--- config.mk ---
export PLATFORM = sky130hd
export DESIGN_NAME = mux_out_glitch_filter
export DESIGN_NICKNAME = d
export VERILOG_FILES = /design/src/rtl/mux_out_glitch_filter.sv
export SDC_FILE = /design/constraint.sdc
export NUM_CORES = 1
export LEC_CHECK = 0
export ABC_AREA = 1
export CORE_MARGIN = 2
export CORE_UTILIZATION = 54
export DETAILED_ROUTE_END_ITERATION = 7
export PLACE_DENSITY = 0.88
export SKIP_LAST_GASP = 1
export SYNTH_ARGS = -nofsm -noshare
export SYNTH_HDL_FRONTEND = slang
export SYNTH_SLANG_ARGS = --single-unit
--- constraint.sdc ---
create_clock -name clk -period 2.4 [get_ports clk]
set_input_delay 0.48 -clock clk [delete_from_list [all_inputs] [get_ports clk]]
set_output_delay 0.48 -clock clk [all_outputs]
set_load 0.02 [all_outputs]
--- src/rtl/mux_out_glitch_filter.sv ---
`default_nettype none
// ============================================================================
//  Module      : mux_out_glitch_filter
//  Description : Glitch filter for the output of a gate-level 2->1 mux. The raw
//                output is synchronised into the clk domain. A new level is
//                accepted only after STABLE_CYCLES consecutive equal synced
//                samples. Every accepted change produces a one-cycle edge
//                pulse. Rejected excursions are counted in a saturating counter.
//  Ports       : clk        - single clock, all state changes on posedge
//                rst        - synchronous active-high reset
//                z_in       - raw mux output, asynchronous to clk
//                glitch_clr - synchronous clear of glitch_cnt / glitch_sat
//                filt_out   - filtered, registered level
//                rise_pulse - one-cycle pulse on an accepted 0->1
//                fall_pulse - one-cycle pulse on an accepted 1->0
//                glitch_cnt - saturating count of rejected pulses
//                glitch_sat - high while glitch_cnt is at its maximum
//  Revision    : 1.0 - initial release
// ============================================================================
module mux_out_glitch_filter #(
  parameter int SYNC_STAGES   = 2,
  parameter int STABLE_CYCLES = 4,
  parameter int CNT_W         = 8
) (
  input  logic             clk,
  input  logic             rst,
  input  logic             z_in,
  input  logic             glitch_clr,
  output logic             filt_out,
  output logic             rise_pulse,
  output logic             fall_pulse,
  output logic [CNT_W-1:0] glitch_cnt,
  output logic             glitch_sat
);

  localparam int SC_W = $clog2(STABLE_CYCLES + 1);

  localparam logic [1:0] C_IDLE_LO = 2'd0;
  localparam logic [1:0] C_PEND_HI = 2'd1;
  localparam logic [1:0] C_IDLE_HI = 2'd2;
  localparam logic [1:0] C_PEND_LO = 2'd3;

  localparam logic [SC_W-1:0]  C_STAB_ONE  = SC_W'(1);
  localparam logic [SC_W-1:0]  C_STAB_LAST = SC_W'(STABLE_CYCLES - 1);
  localparam logic [CNT_W-1:0] C_CNT_ONE   = CNT_W'(1);
  localparam logic [CNT_W-1:0] C_CNT_MAX   = '1;

  logic [SYNC_STAGES-1:0] sync_q, sync_d;
  logic [1:0]             state_q, state_d;
  logic [SC_W-1:0]        stab_cnt_q, stab_cnt_d;
  logic                   filt_q, filt_d;
  logic                   rise_q, rise_d;
  logic                   fall_q, fall_d;
  logic [CNT_W-1:0]       glitch_cnt_q, glitch_cnt_d;
  logic                   glitch_sat_q, glitch_sat_d;
  logic                   w_s;
  logic                   w_glitch_ev;

  // Shift chain: bit 0 captures z_in, the last bit is the synced sample.
  always_comb begin
    sync_d = {sync_q[SYNC_STAGES-2:0], z_in};
  end

  assign w_s = sync_q[SYNC_STAGES-1];

  always_comb begin
    state_d     = state_q;
    stab_cnt_d  = stab_cnt_q;
    filt_d      = filt_q;
    rise_d      = 1'b0;
    fall_d      = 1'b0;
    w_glitch_ev = 1'b0;
    case (state_q)
      C_IDLE_LO: begin
        if (w_s) begin
          state_d    = C_PEND_HI;
          stab_cnt_d = C_STAB_ONE;
        end
      end
      C_PEND_HI: begin
        if (w_s) begin
          if (stab_cnt_q == C_STAB_LAST) begin
            state_d    = C_IDLE_HI;
            stab_cnt_d = '0;
            filt_d     = 1'b1;
            rise_d     = 1'b1;
          end else begin
            stab_cnt_d = stab_cnt_q + C_STAB_ONE;
          end
        end else begin
          // Candidate high level collapsed before it was accepted.
          state_d     = C_IDLE_LO;
          stab_cnt_d  = '0;
          w_glitch_ev = 1'b1;
        end
      end
      C_IDLE_HI: begin
        if (!w_s) begin
          state_d    = C_PEND_LO;
          stab_cnt_d = C_STAB_ONE;
        end
      end
      C_PEND_LO: begin
        if (!w_s) begin
          if (stab_cnt_q == C_STAB_LAST) begin
            state_d    = C_IDLE_LO;
            stab_cnt_d = '0;
            filt_d     = 1'b0;
            fall_d     = 1'b1;
          end else begin
            stab_cnt_d = stab_cnt_q + C_STAB_ONE;
          end
        end else begin
          state_d     = C_IDLE_HI;
          stab_cnt_d  = '0;
          w_glitch_ev = 1'b1;
        end
      end
      default: begin
        state_d    = C_IDLE_LO;
        stab_cnt_d = '0;
      end
    endcase
  end

  // Clear has priority over a simultaneous glitch; the count never wraps.
  always_comb begin
    glitch_cnt_d = glitch_cnt_q;
    if (glitch_clr) begin
      glitch_cnt_d = '0;
    end else if (w_glitch_ev && (glitch_cnt_q != C_CNT_MAX)) begin
      glitch_cnt_d = glitch_cnt_q + C_CNT_ONE;
    end
    glitch_sat_d = (glitch_cnt_d == C_CNT_MAX);
  end

  always_ff @(posedge clk) begin
    if (rst) begin
      sync_q       <= '0;
      state_q      <= C_IDLE_LO;
      stab_cnt_q   <= '0;
      filt_q       <= 1'b0;
      rise_q       <= 1'b0;
      fall_q       <= 1'b0;
      glitch_cnt_q <= '0;
      glitch_sat_q <= 1'b0;
    end else begin
      sync_q       <= sync_d;
      state_q      <= state_d;
      stab_cnt_q   <= stab_cnt_d;
      filt_q       <= filt_d;
      rise_q       <= rise_d;
      fall_q       <= fall_d;
      glitch_cnt_q <= glitch_cnt_d;
      glitch_sat_q <= glitch_sat_d;
    end
  end

  assign filt_out   = filt_q;
  assign rise_pulse = rise_q;
  assign fall_pulse = fall_q;
  assign glitch_cnt = glitch_cnt_q;
  assign glitch_sat = glitch_sat_q;

endmodule
`default_nettype wire

# [Word level (Yosys, flattened, before mapping)]
# Cells that the tools add are included.
[totals] register_bits=19 inputBits=4 out_inout_bits=12
[classes] add_sub_neg=2 eq_ne=14 mux=24 n_bitwise=3 reduce_logical=8
[op_table] op="$mux 8" count=2
[op_table] op="$mux 3" count=5
[op_table] op="$mux 2" count=6
[op_table] op="$ne 2x2->1 const B" count=6
[op_table] op="$pmux 3 s4" count=1
[op_table] op="$add 8x1->8 const B" count=1
[op_table] op="$eq 8x8->1 const B" count=1
[op_table] op="$ne 8x8->1 const B" count=1
[op_table] op="$pmux 2 s4" count=1
[op_table] op="$mux 1" count=7
[op_table] op="$ne 3x3->1 const B" count=2
[op_table] op="$reduce_or 3->1" count=2
[op_table] op="$reduce_and 5->1" count=1
[op_table] op="$eq 2x2->1 const B" count=2
[op_table] op="$pmux 1 s2" count=2
[op_table] op="$reduce_and 4->1" count=1
[op_table] op="$add 3x1->3 const B" count=1
[op_table] op="$eq 3x2->1 const B" count=1
[op_table] op="$not 1->1" count=3
[op_table] op="$eq 2x1->1 const B" count=1
[op_table] op="$logic_not 2->1" count=1
[op_table] op="$reduce_and 2->1" count=1
[op_table] op="$reduce_bool 2->1" count=1
[op_table] op="$logic_and 1x1->1" count=1

# [Longest topological paths before layout]
# Gate-level depths: netlist of the first run.
[depth] depth_word=6 mapped_depth=12 depth_no_buf=12

# [Worst setup path after synthesis of the first run]
# Ideal clock, no wire load.
[synth_timing] path_type="register to register" startpoint="register glitch_cnt_q[0] (netlist: glitch_cnt[0])" endpoint="register glitch_sat_q (netlist: glitch_sat)" t_arrival_ps=1472 t_required_ps=2336 path_slack_ps=864 stages_incl_launch_ff=12 n_path_buf=0 period_less_slack_ps=1536 path_cell_list="dfxtp_1 ha_1 nand2_1 nor2_1 nand2_2 nand2_4 nand2_1 nand2_1 nand3_1 nor2_1 nand2_1 nor2_1"
[synth_between] elab_chain_cells=5 elab_cells_between_ends=6 cone_classes="add/sub (1); eq/ne (2); mux (2); reduce/logical (1)"
[synth_rtl] element="start, declared" line="54" text="logic [CNT_W-1:0] glitch_cnt_q, glitch_cnt_d;"
[synth_rtl] element="start signal, assigned" line="154" text="glitch_cnt_q <= glitch_cnt_d;"
[synth_rtl] element="parallel branches: the longest is 2 deep, another holds $add 8x1->8"
[synth_rtl] element="$mux 8 *" line="131" text="end else if (w_glitch_ev && (glitch_cnt_q != C_CNT_MAX)) begin"
[synth_rtl] element="$mux 8 *" line="129" text="if (glitch_clr) begin"
[synth_rtl] element="$eq 8x8->1 *" line="134" text="glitch_sat_d = (glitch_cnt_d == C_CNT_MAX);"
[synth_rtl] element="end signal, assigned" line="155" text="glitch_sat_q <= glitch_sat_d;"
[synth_rtl] element="end, declared" line="55" text="logic glitch_sat_q, glitch_sat_d;"
# Every way passes the cells marked *.
# A chain may end at the register's enable or synchronous reset.

# [Worst setup path after layout of the first run]
[layout_timing] startpoint="register glitch_cnt_q[2] (netlist: glitch_cnt[2])" endpoint="output glitch_cnt[2]"
[layout_rtl] element="end, declared" line="32" text="output logic [CNT_W-1:0] glitch_cnt,"
# No word-level cell between the ends.

==> flow_metrics.env, run 1 <==
export IMPL_cts_repair_resized=0
export IMPL_yosysTopAreaCell="dfxtp_1"
export IMPL_yosysMostFrequentCell="nand2_1"
export IMPL_clk_pin_slew_ns=0.10
export IMPL_synthCells=141
export IMPL_syn_to_final_growth_pct=20.50
export IMPL_dpl_cell_area_mm2=0.001120
export IMPL_antenna_found_initial=0
export IMPL_critPathMaxFanout=7
export IMPL_core_mm2=0.001689
export IMPL_die_h_um=45.99
export IMPL_fillers=147
export IMPL_synth_top_area_share_pct=39.95
export IMPL_leakagePower_nw=0.4575
export IMPL_ant_nets=0
export IMPL_ys_ff_latch=19
export IMPL_rows=15
export IMPL_path_buf_inv=1
export IMPL_clockRootBuffer="clkbuf_4"
export IMPL_arrival_ns=1.42
export IMPL_dr_pass1_iters=4
export IMPL_synth_common_cells="nand2_1 (40), nor2_1 (22), dfxtp_1 (19)"
export IMPL_slew_violations=0
export IMPL_synthXorXnorAreaFrac_pct=2.760
export IMPL_yosys_most_used_dff="dfxtp_1"
export IMPL_path_delay_family="buffers and inverters"
export IMPL_drt_vias_per_instance=5.347
export IMPL_routedWlPerCell_um=10.89
export IMPL_slowest_stage="clkdlybuf4s50_1"
export IMPL_grt_first_pass_wirelength_um=3105
export IMPL_grt_max_degree=12
export IMPL_ir_worst_vdd_v=0.0004086
export IMPL_grt_usage_pct=20.49
export IMPL_min_path_type="reg -> reg"
export IMPL_synth_simple_area_share_pct=38.90
export IMPL_critPathLaunchType="register"
export IMPL_syn_nets=147
export IMPL_worstSetupEndpointType="output pin"
export IMPL_crit_path_cell_trace="clkdlybuf4s50_1"
export IMPL_antenna_cells=0
export IMPL_netlist_area_um2=952.2
export IMPL_vias=941
export IMPL_synthMuxAreaShare_pct=0
export IMPL_required_ns=1.92
export IMPL_clockBufferDepth=2
export IMPL_grt_overflow=0
export IMPL_routabilityCongestion=0.8361
export IMPL_final_util_pct=67.93
export IMPL_fin_crit_sh_pct=78.99
export IMPL_p_per_area_mw_per_mm2=449.9
export IMPL_numCtsBuffers=3
export IMPL_setup_viol=0
export IMPL_synth_top_family_by_area="simple AND/OR/NAND/NOR gates"
export IMPL_totalWireLength_um=1917
export IMPL_nets=166
export IMPL_criticalPathCategory="reg -> out"
export IMPL_synth_area_per_cell_um2=6.753
export IMPL_max_clock_freq_ghz=0.5275
export IMPL_io_buffers=15
export IMPL_max_stage_delay_ns=0.65
export IMPL_hold_start="sync_q[0]$_SDFF_PP0_"
export IMPL_reg2reg_from="glitch_cnt[0]$_SDFF_PP0_"
export IMPL_whs_ns=0.4195
export IMPL_clock_skew_ns=0.001051
export IMPL_hpwlAfterDp_um=1555
export IMPL_drc_errors=0
export IMPL_async_reset_ff_share_pct=0
export IMPL_hold_buffers=0
export IMPL_finalInstanceArea_mm2=0.001147
export IMPL_ys_seq_area_share_pct=39.95
export IMPL_cts_sinks=19
export IMPL_synth_edf_count=0
export IMPL_crit_path_start="glitch_cnt[2]$_SDFF_PP0_"
export IMPL_slew_headroom_pct=73.47
export IMPL_cts_tree="done"
export IMPL_drtIter0Drc=18
export IMPL_hold_viol_final=0
export IMPL_rsz0062_at_grt="false"
export IMPL_min_period_ns=1.896
export IMPL_clock_latency_ns=0.30
export IMPL_initial_core_util_pct=56.37
export IMPL_netlist_cell_type_count=20
export IMPL_synth_warning_count=0
export IMPL_synthTopCellsByArea="dfxtp_1 (40%), nand2_1 (16%), nor2_1 (8.7%)"
export IMPL_die_width_um=45.99
export IMPL_timing_max_cap_violations=0
export IMPL_synth_adder_area_share_pct=2.628
export IMPL_status="finished, final reports clean"
export IMPL_synth_compound_gate_area_share_pct=8.410
export IMPL_tns_ns=0
export IMPL_worst_pin_slew_ns=0.3938
export IMPL_post_cts_buffers=0
export IMPL_io_pins=16
export IMPL_htreeDepth=1
export IMPL_grt_pass1_vias=822
export IMPL_die_area_mm2=0.002115
export IMPL_drive_above_1_share_pct=6.918
==> cells by family (layout without fill, tap and decap cells) <==
logic type,Yosys count,after routing
flip-flops,19,19
AO/OA/AOI/OAI,15,15
buffers and inverters,18,36
AND/OR/NAND/NOR,84,84
XOR/XNOR,3,3
adder cells (fa/ha/maj),2,2
==> metrics by stage <==
step	worst slack (ns)	power, W	cells
2_1_floorplan	0.8643	0.0003524	141
5_1_grt	0.4264	0.0005373	176
6_report	0.5043	0.0005162	176
4_1_cts	0.5066	0.0005176	176
3_3_place_gp	0.5766	0.0003628	172
3_5_place_dp	0.5363	0.0003643	172
==> cell usage in the layout, fill, tap and decap left out <==
cell type / n
inv_4: 1
a31o_2: 1
nand2_1: 40
and2_1: 1
nand2_2: 1
nor3_1: 4
o22ai_1: 1
clkdlybuf4s50_1: 15
clkinv_2: 1
nor2_1: 22
ha_1: 2
xnor2_1: 1
nand3_1: 10
a21oi_1: 7
nand4_1: 2
dfxtp_1: 19
nand2_4: 2
inv_1: 16
xor2_1: 2
nand3_2: 2
clkbuf_4: 3
o21ai_0: 6
==> metal layers <==
metal	wire (um)	global-route usage (%)	vias to the layer above
li1	-	-	484
met2	1034	36.67	25
met4	52	11.43	0
met3	74	3.571	6
met5	0	0	-
met1	756	22.28	426
==> power by group <==
group | internal, W | switching (W) | total [W]
combinational | 0.0000125 | 0.0000203 | 0.0000328
sequential | 0.000320 | 0.00000466 | 0.000324
clock | 0.0000622 | 0.0000971 | 0.000159
==> sequential cells by signal, indices dropped and copies added (netlist names), named ones only <==
name	flops
filt_out	1
fall_pulse	1
sync_q	2
rise_pulse	1
stab_cnt_q	3
glitch_cnt	8
state_q	1
glitch_sat	1
==> area by class of cell <==
cell class | count | area (um^2) | share of cell area, %
clock inverters | 1 | 5.005 | 0.4362
clock buffers | 3 | 22.52 | 1.963
well taps | 17 | 21.27 | 1.854
flip-flops and latches | 19 | 380.4 | 33.15
multi-input cells | 104 | 501.7 | 43.73
repair buffers | 15 | 150.1 | 13.09
inverters | 17 | 66.31 | 5.780
==> worst min-delay path: stages, from the launching register on <==
cell	delay, ns
dfxtp_1	0.31
inv_1	0.05
nor2_1	0.03
==> worst paths after layout <==
kind / slack [ns] / to / cells after the start
max: 0.50 / glitch_cnt[2] / 1
min: 0.42 / sync_q[1]$_SDFF_PP0_ / 2
max reg2reg: 0.78 / glitch_sat$_SDFF_PP0_ / 9
min reg2reg: 0.42 / sync_q[1]$_SDFF_PP0_ / 2
Note: power is estimated with default switching activity, not from simulation.
==> run 2: changes to the inputs <==
- CORE_UTILIZATION: 54 -> 51
- PLACE_DENSITY: 0.88 -> 0.84
- clock period: 2.4 -> 1.8 ns (I/O delays scaled with it)
==> run 2 against run 1 <==
Setup slack got worse by 0.44 ns. Largest power group unchanged. Clock skew up 0.0053 ns. Wire length increased by 9.7%. Highest routed layer unchanged. Non-clock buffer count up 1. Die area rose by 5.4%.
==> flow_metrics.env, run 2 (synthesis results as in run 1) <==
export IMPL_initial_core_util_pct=54.55
export IMPL_syn_to_final_growth_pct=22.73
export IMPL_hpwlAfterDp_um=1590
export IMPL_drive_above_1_share_pct=6.875
export IMPL_io_buffers=15
export IMPL_final_common_cell="nand2_1"
export IMPL_die_h_um=47.21
export IMPL_clock_latency_ns=0.31
export IMPL_grt_overflow=0
export IMPL_drc_errors=0
export IMPL_antenna_cells=0
export IMPL_grt_max_degree=11
export IMPL_fillers=149
export IMPL_core_mm2=0.001745
export IMPL_pre_cts_ws_ns=0.2598
export IMPL_worst_pin_slew_ns=0.3757
export IMPL_crit_path_cell_trace="clkdlybuf4s50_1"
export IMPL_totalWireLength_um=2103
export IMPL_cts_repair_resized=0
export IMPL_clockRootBuffer="clkbuf_4"
export IMPL_hold_viol_final=0
export IMPL_path_buf_inv=1
export IMPL_clockBufferDepth=2
export IMPL_cts_tree="done"
export IMPL_timing_max_cap_violations=0
export IMPL_critPathLaunchType="register"
export IMPL_final_cell_mix="nand2_1 (40), nor2_1 (22), dfxtp_1 (19)"
export IMPL_io_pins=16
export IMPL_grt_pass1_vias=828
export IMPL_max_stage_delay_ns=0.64
export IMPL_slew_headroom_pct=74.69
export IMPL_status="finished, final reports clean"
export IMPL_rsz0062_at_grt="false"
export IMPL_p_per_area_mw_per_mm2=598.4
export IMPL_leakagePower_nw=0.4970
export IMPL_drt_vias_per_instance=5.232
export IMPL_tns_ns=0
export IMPL_vias=968
export IMPL_min_period_ns=1.737
export IMPL_grt_usage_pct=21.39
export IMPL_setup_slack_ns=0.06344
export IMPL_criticalPathCategory="reg -> out"
export IMPL_slowest_stage="clkdlybuf4s50_1"
export IMPL_largest_register_ffs=8
export IMPL_routedWlPerCell_um=11.37
export IMPL_max_clock_freq_ghz=0.5759
export IMPL_path_delay_family="buffers and inverters"
export IMPL_cts_sinks=19
export IMPL_clk_pin_slew_ns=0.10
export IMPL_min_path_type="reg -> reg"
export IMPL_arrival_ns=1.38
export IMPL_numCtsBuffers=3
export IMPL_antenna_found_initial=0
export IMPL_ant_nets=0
export IMPL_grt_first_pass_wirelength_um=3263
export IMPL_drtIter0Drc=34
export IMPL_die_area_mm2=0.002229
export IMPL_htreeDepth=1
export IMPL_clock_skew_ns=0.006389
export IMPL_required_ns=1.44
export IMPL_fin_crit_sh_pct=96.48
export IMPL_routabilityCongestion=0.9130
export IMPL_ir_worst_vdd_v=0.0003736
export IMPL_dr_pass1_iters=4
export IMPL_rows=15
export IMPL_die_width_um=47.21
export IMPL_setup_viol=0
export IMPL_slew_violations=0
export IMPL_post_cts_buffers=0
export IMPL_critPathMaxFanout=5
export IMPL_worstSetupEndpointType="output pin"
export IMPL_nets=167
export IMPL_hold_buffers=0
==> run 2: routing by layer <==
metal | up-vias | routed length (um) | share of wire [%] | track usage (%)
met5 | - | 0 | 0 | 0
met4 | 0 | 73 | 3.5 | 15.00
met3 | 9 | 122 | 5.8 | 5.769
met2 | 41 | 1020 | 49 | 35.07
met1 | 432 | 886 | 42 | 23.90
li1 | 486 | - | - | -
==> run 2: stage by stage <==
step | utilization, % | cell area [um^2] | instances | power [W] | hold WS (ns)
after detailed placement | 65.16 | 1137 | 181 | 0.0004891 | 0.3992
after floorplan | - | 952.2 | 141 | 0.0004699 | 0.3883
final | 66.95 | 1169 | 185 | 0.0006993 | 0.4114
after global routing | 66.95 | 1169 | 185 | 0.0007215 | 0.4320
after global placement | 65.16 | 1137 | 181 | 0.0004869 | 0.3914
after CTS | 66.67 | 1164 | 185 | 0.0007055 | 0.4144
==> run 2: final cells by class <==
type | instances | area, um^2 | area share, %
well taps | 25 | 31.28 | 2.677
repair buffers | 16 | 162.7 | 13.92
flip-flops and latches | 19 | 380.4 | 32.55
inverters | 17 | 66.31 | 5.675
multi-input cells | 104 | 501.7 | 42.93
clock buffers | 4 | 26.28 | 2.248
==> run 2: final timing paths <==
| kind | from | to | slack [ns] | cells past startpoint |
|---|---|---|---|---|
| setup / recovery | glitch_cnt[4]$_SDFF_PP0_ | glitch_cnt[4] | 0.06 | 1 |
| hold / removal | sync_q[0]$_SDFF_PP0_ | sync_q[1]$_SDFF_PP0_ | 0.41 | 2 |
| setup reg to reg | glitch_cnt[0]$_SDFF_PP0_ | glitch_sat$_SDFF_PP0_ | 0.21 | 11 |
| hold reg to reg | sync_q[0]$_SDFF_PP0_ | sync_q[1]$_SDFF_PP0_ | 0.41 | 2 |
==> run 2: power breakdown <==
group          switching, W  leakage, nW  internal, W  total [W]
clock              0.000133       0.0150    0.0000866   0.000220
combinational     0.0000287        0.328    0.0000181  0.0000468
sequential       0.00000662        0.154     0.000426   0.000433
total              0.000169        0.497     0.000531   0.000699
==> run 3: changes to the inputs <==
- CORE_UTILIZATION: 51 -> 44
- PLACE_DENSITY: 0.84 -> 0.75
==> run 3 against run 2 <==
Register-to-register slack improved by 0.07 ns. Sequential power about the same. Wire length fell by 13%. Sequential share of layout area fell by 0.069 points. First-iteration DRC count is 2.9% higher. Setup slack improved by 0.030 ns. Hold slack worse by 0.0035 ns. Combinational power shrank 3%. Via count is 6.3% lower. Clock skew is 0.0027 ns lower. Clock power shrank 10%. Non-clock buffer count unchanged.
==> flow_metrics.env, run 3 (synthesis results as in run 1) <==
export IMPL_cts_sinks=19
export IMPL_p_sw_w=0.0001449
export IMPL_required_ns=1.44
export IMPL_die_area_mm2=0.002552
export IMPL_slew_violations=0
export IMPL_ff2ff_setup_slack_ns=0.28
export IMPL_tns_ns=0
export IMPL_grt_max_degree=11
export IMPL_min_period_ns=1.707
export IMPL_holdPathStages=2
export IMPL_clk_pin_slew_ns=0.09
export IMPL_critPathMaxFanout=5
export IMPL_reg2reg_from="glitch_cnt[0]$_SDFF_PP0_"
export IMPL_clock_latency_ns=0.28
export IMPL_fin_crit_sh_pct=94.82
export IMPL_min_path_type="reg -> reg"
export IMPL_grt_usage_pct=16.06
export IMPL_reg2reg_to="glitch_sat$_SDFF_PP0_"
export IMPL_routabilityCongestion=0.7970
export IMPL_critPathLaunchType="register"
export IMPL_io_buffers=15
export IMPL_htreeDepth=1
export IMPL_grt_first_pass_wirelength_um=3201
export IMPL_final_common_cell="nand2_1"
export IMPL_grt_overflow=0
export IMPL_r2r_worst_path_cells=11
export IMPL_timing_max_cap_violations=0
export IMPL_criticalPathCategory="reg -> out"
export IMPL_max_clock_freq_ghz=0.5859
export IMPL_clkPwrFrac_pct=29.2
export IMPL_syn_to_final_growth_pct=23.00
export IMPL_power_w=0.0006746
export IMPL_p_per_area_mw_per_mm2=576.0
export IMPL_drive_above_1_share_pct=6.875
export IMPL_vias=907
export IMPL_worst_pin_slew_ns=0.3528
export IMPL_hold_start="sync_q[0]$_SDFF_PP0_"
export IMPL_setup_viol=0
export IMPL_hpwlAfterDp_um=1471
export IMPL_clockBufferDepth=2
export IMPL_fillers=198
export IMPL_p_int_w=0.0005297
export IMPL_clock_skew_ns=0.003718
export IMPL_drt_vias_per_instance=4.850
export IMPL_finalInstanceArea_mm2=0.001171
export IMPL_regArea_um2=380.4
export IMPL_ir_worst_vdd_v=0.0004252
export IMPL_crit_path_start="glitch_cnt[4]$_SDFF_PP0_"
export IMPL_totalWireLength_um=1821
export IMPL_ant_nets=0
export IMPL_cts_tree="done"
export IMPL_combPwrFrac_pct=6.7
export IMPL_drc_errors=0
export IMPL_max_stage_delay_ns=0.64
export IMPL_routedWlPerCell_um=9.738
export IMPL_hold_viol_final=0
export IMPL_rsz0062_at_grt="false"
export IMPL_rows=16
export IMPL_dpl_cell_area_mm2=0.001140
export IMPL_drtIter0Drc=35
export IMPL_leakagePower_nw=0.4970
export IMPL_status="finished, final reports clean"
export IMPL_critPathCapture="glitch_cnt[4]"
export IMPL_clockRootBuffer="clkbuf_4"
export IMPL_numCtsBuffers=3
export IMPL_slew_headroom_pct=76.23
export IMPL_crit_path_cell_trace="clkdlybuf4s50_1"
export IMPL_antenna_found_initial=0
export IMPL_path_buf_inv=1
export IMPL_largest_register_ffs=8
export IMPL_antenna_cells=0
export IMPL_hold_buffers=0
export IMPL_switching_share_pct=21.47
export IMPL_slowest_stage="clkdlybuf4s50_1"
export IMPL_die_width_um=50.52
export IMPL_die_h_um=50.52
export IMPL_whs_ns=0.4079
export IMPL_io_pins=16
export IMPL_worstSetupEndpointType="output pin"
export IMPL_grt_pass1_vias=792
export IMPL_path_delay_family="buffers and inverters"
export IMPL_multi_input_area_um2=501.7
export IMPL_dr_pass1_iters=4
export IMPL_core_mm2=0.002002
export IMPL_nets=167
export IMPL_final_cell_mix="nand2_1 (40), nor2_1 (22), dfxtp_1 (19)"
export IMPL_arrival_ns=1.35
export IMPL_cp_depth=1
export IMPL_pwr_share_seq_pct=64.1
export IMPL_initial_core_util_pct=47.56
export IMPL_post_cts_buffers=0
## run 3: metrics by stage
stage / utilization (%) / cells / worst slack, ns
after floorplan: - / 141 / 0.2643
after global placement: 56.94 / 183 / 0.3293
after detailed placement: 56.94 / 183 / 0.2768
after CTS: 58.25 / 187 / 0.04449
after global routing: 58.50 / 187 / 0.02829
final: 58.50 / 187 / 0.09328
## run 3: how the worst min path moves through the flow
stage | to | slack (ns)
floorplan | sync_q[1]$_SDFF_PP0_ | 0.39
global placement | sync_q[1]$_SDFF_PP0_ | 0.39
detailed placement | sync_q[1]$_SDFF_PP0_ | 0.40
CTS | sync_q[1]$_SDFF_PP0_ | 0.41
global route | sync_q[1]$_SDFF_PP0_ | 0.43
finish | sync_q[1]$_SDFF_PP0_ | 0.41
## run 3: routing by layer
metal	track usage, %	vias up	share of wire [%]
met5	0	-	0
met4	7.207	0	2.0
met3	2.083	4	4.7
met2	27.19	19	49
met1	20.26	396	44
li1	-	488	-
## run 3: final cells by class
type                       count  area share [%]
multi-input combinational    104           42.84
inverter                      17           5.662
timing repair buffer          16           13.89
sequential                    19           32.48
clock buffer                   4           2.244
tap                           27           2.885
## run 3: timing repair
action                                  in CTS  in global routing
resized for setup                            0                  2
endpoints found under the setup margin       0                  2
hold endpoints to repair                     0                  0
## run 3: power groups by stage
stage / Sequential [W] / Clock, W / Combinational (W)
after global routing: 0.000433 / 0.000231 / 0.0000519
final: 0.000432 / 0.000197 / 0.0000453
after global placement: 0.000442 / 0 / 0.0000447
after detailed placement: 0.000442 / 0 / 0.0000456
after floorplan: 0.000441 / 0 / 0.0000286
after CTS: 0.000432 / 0.000207 / 0.0000457
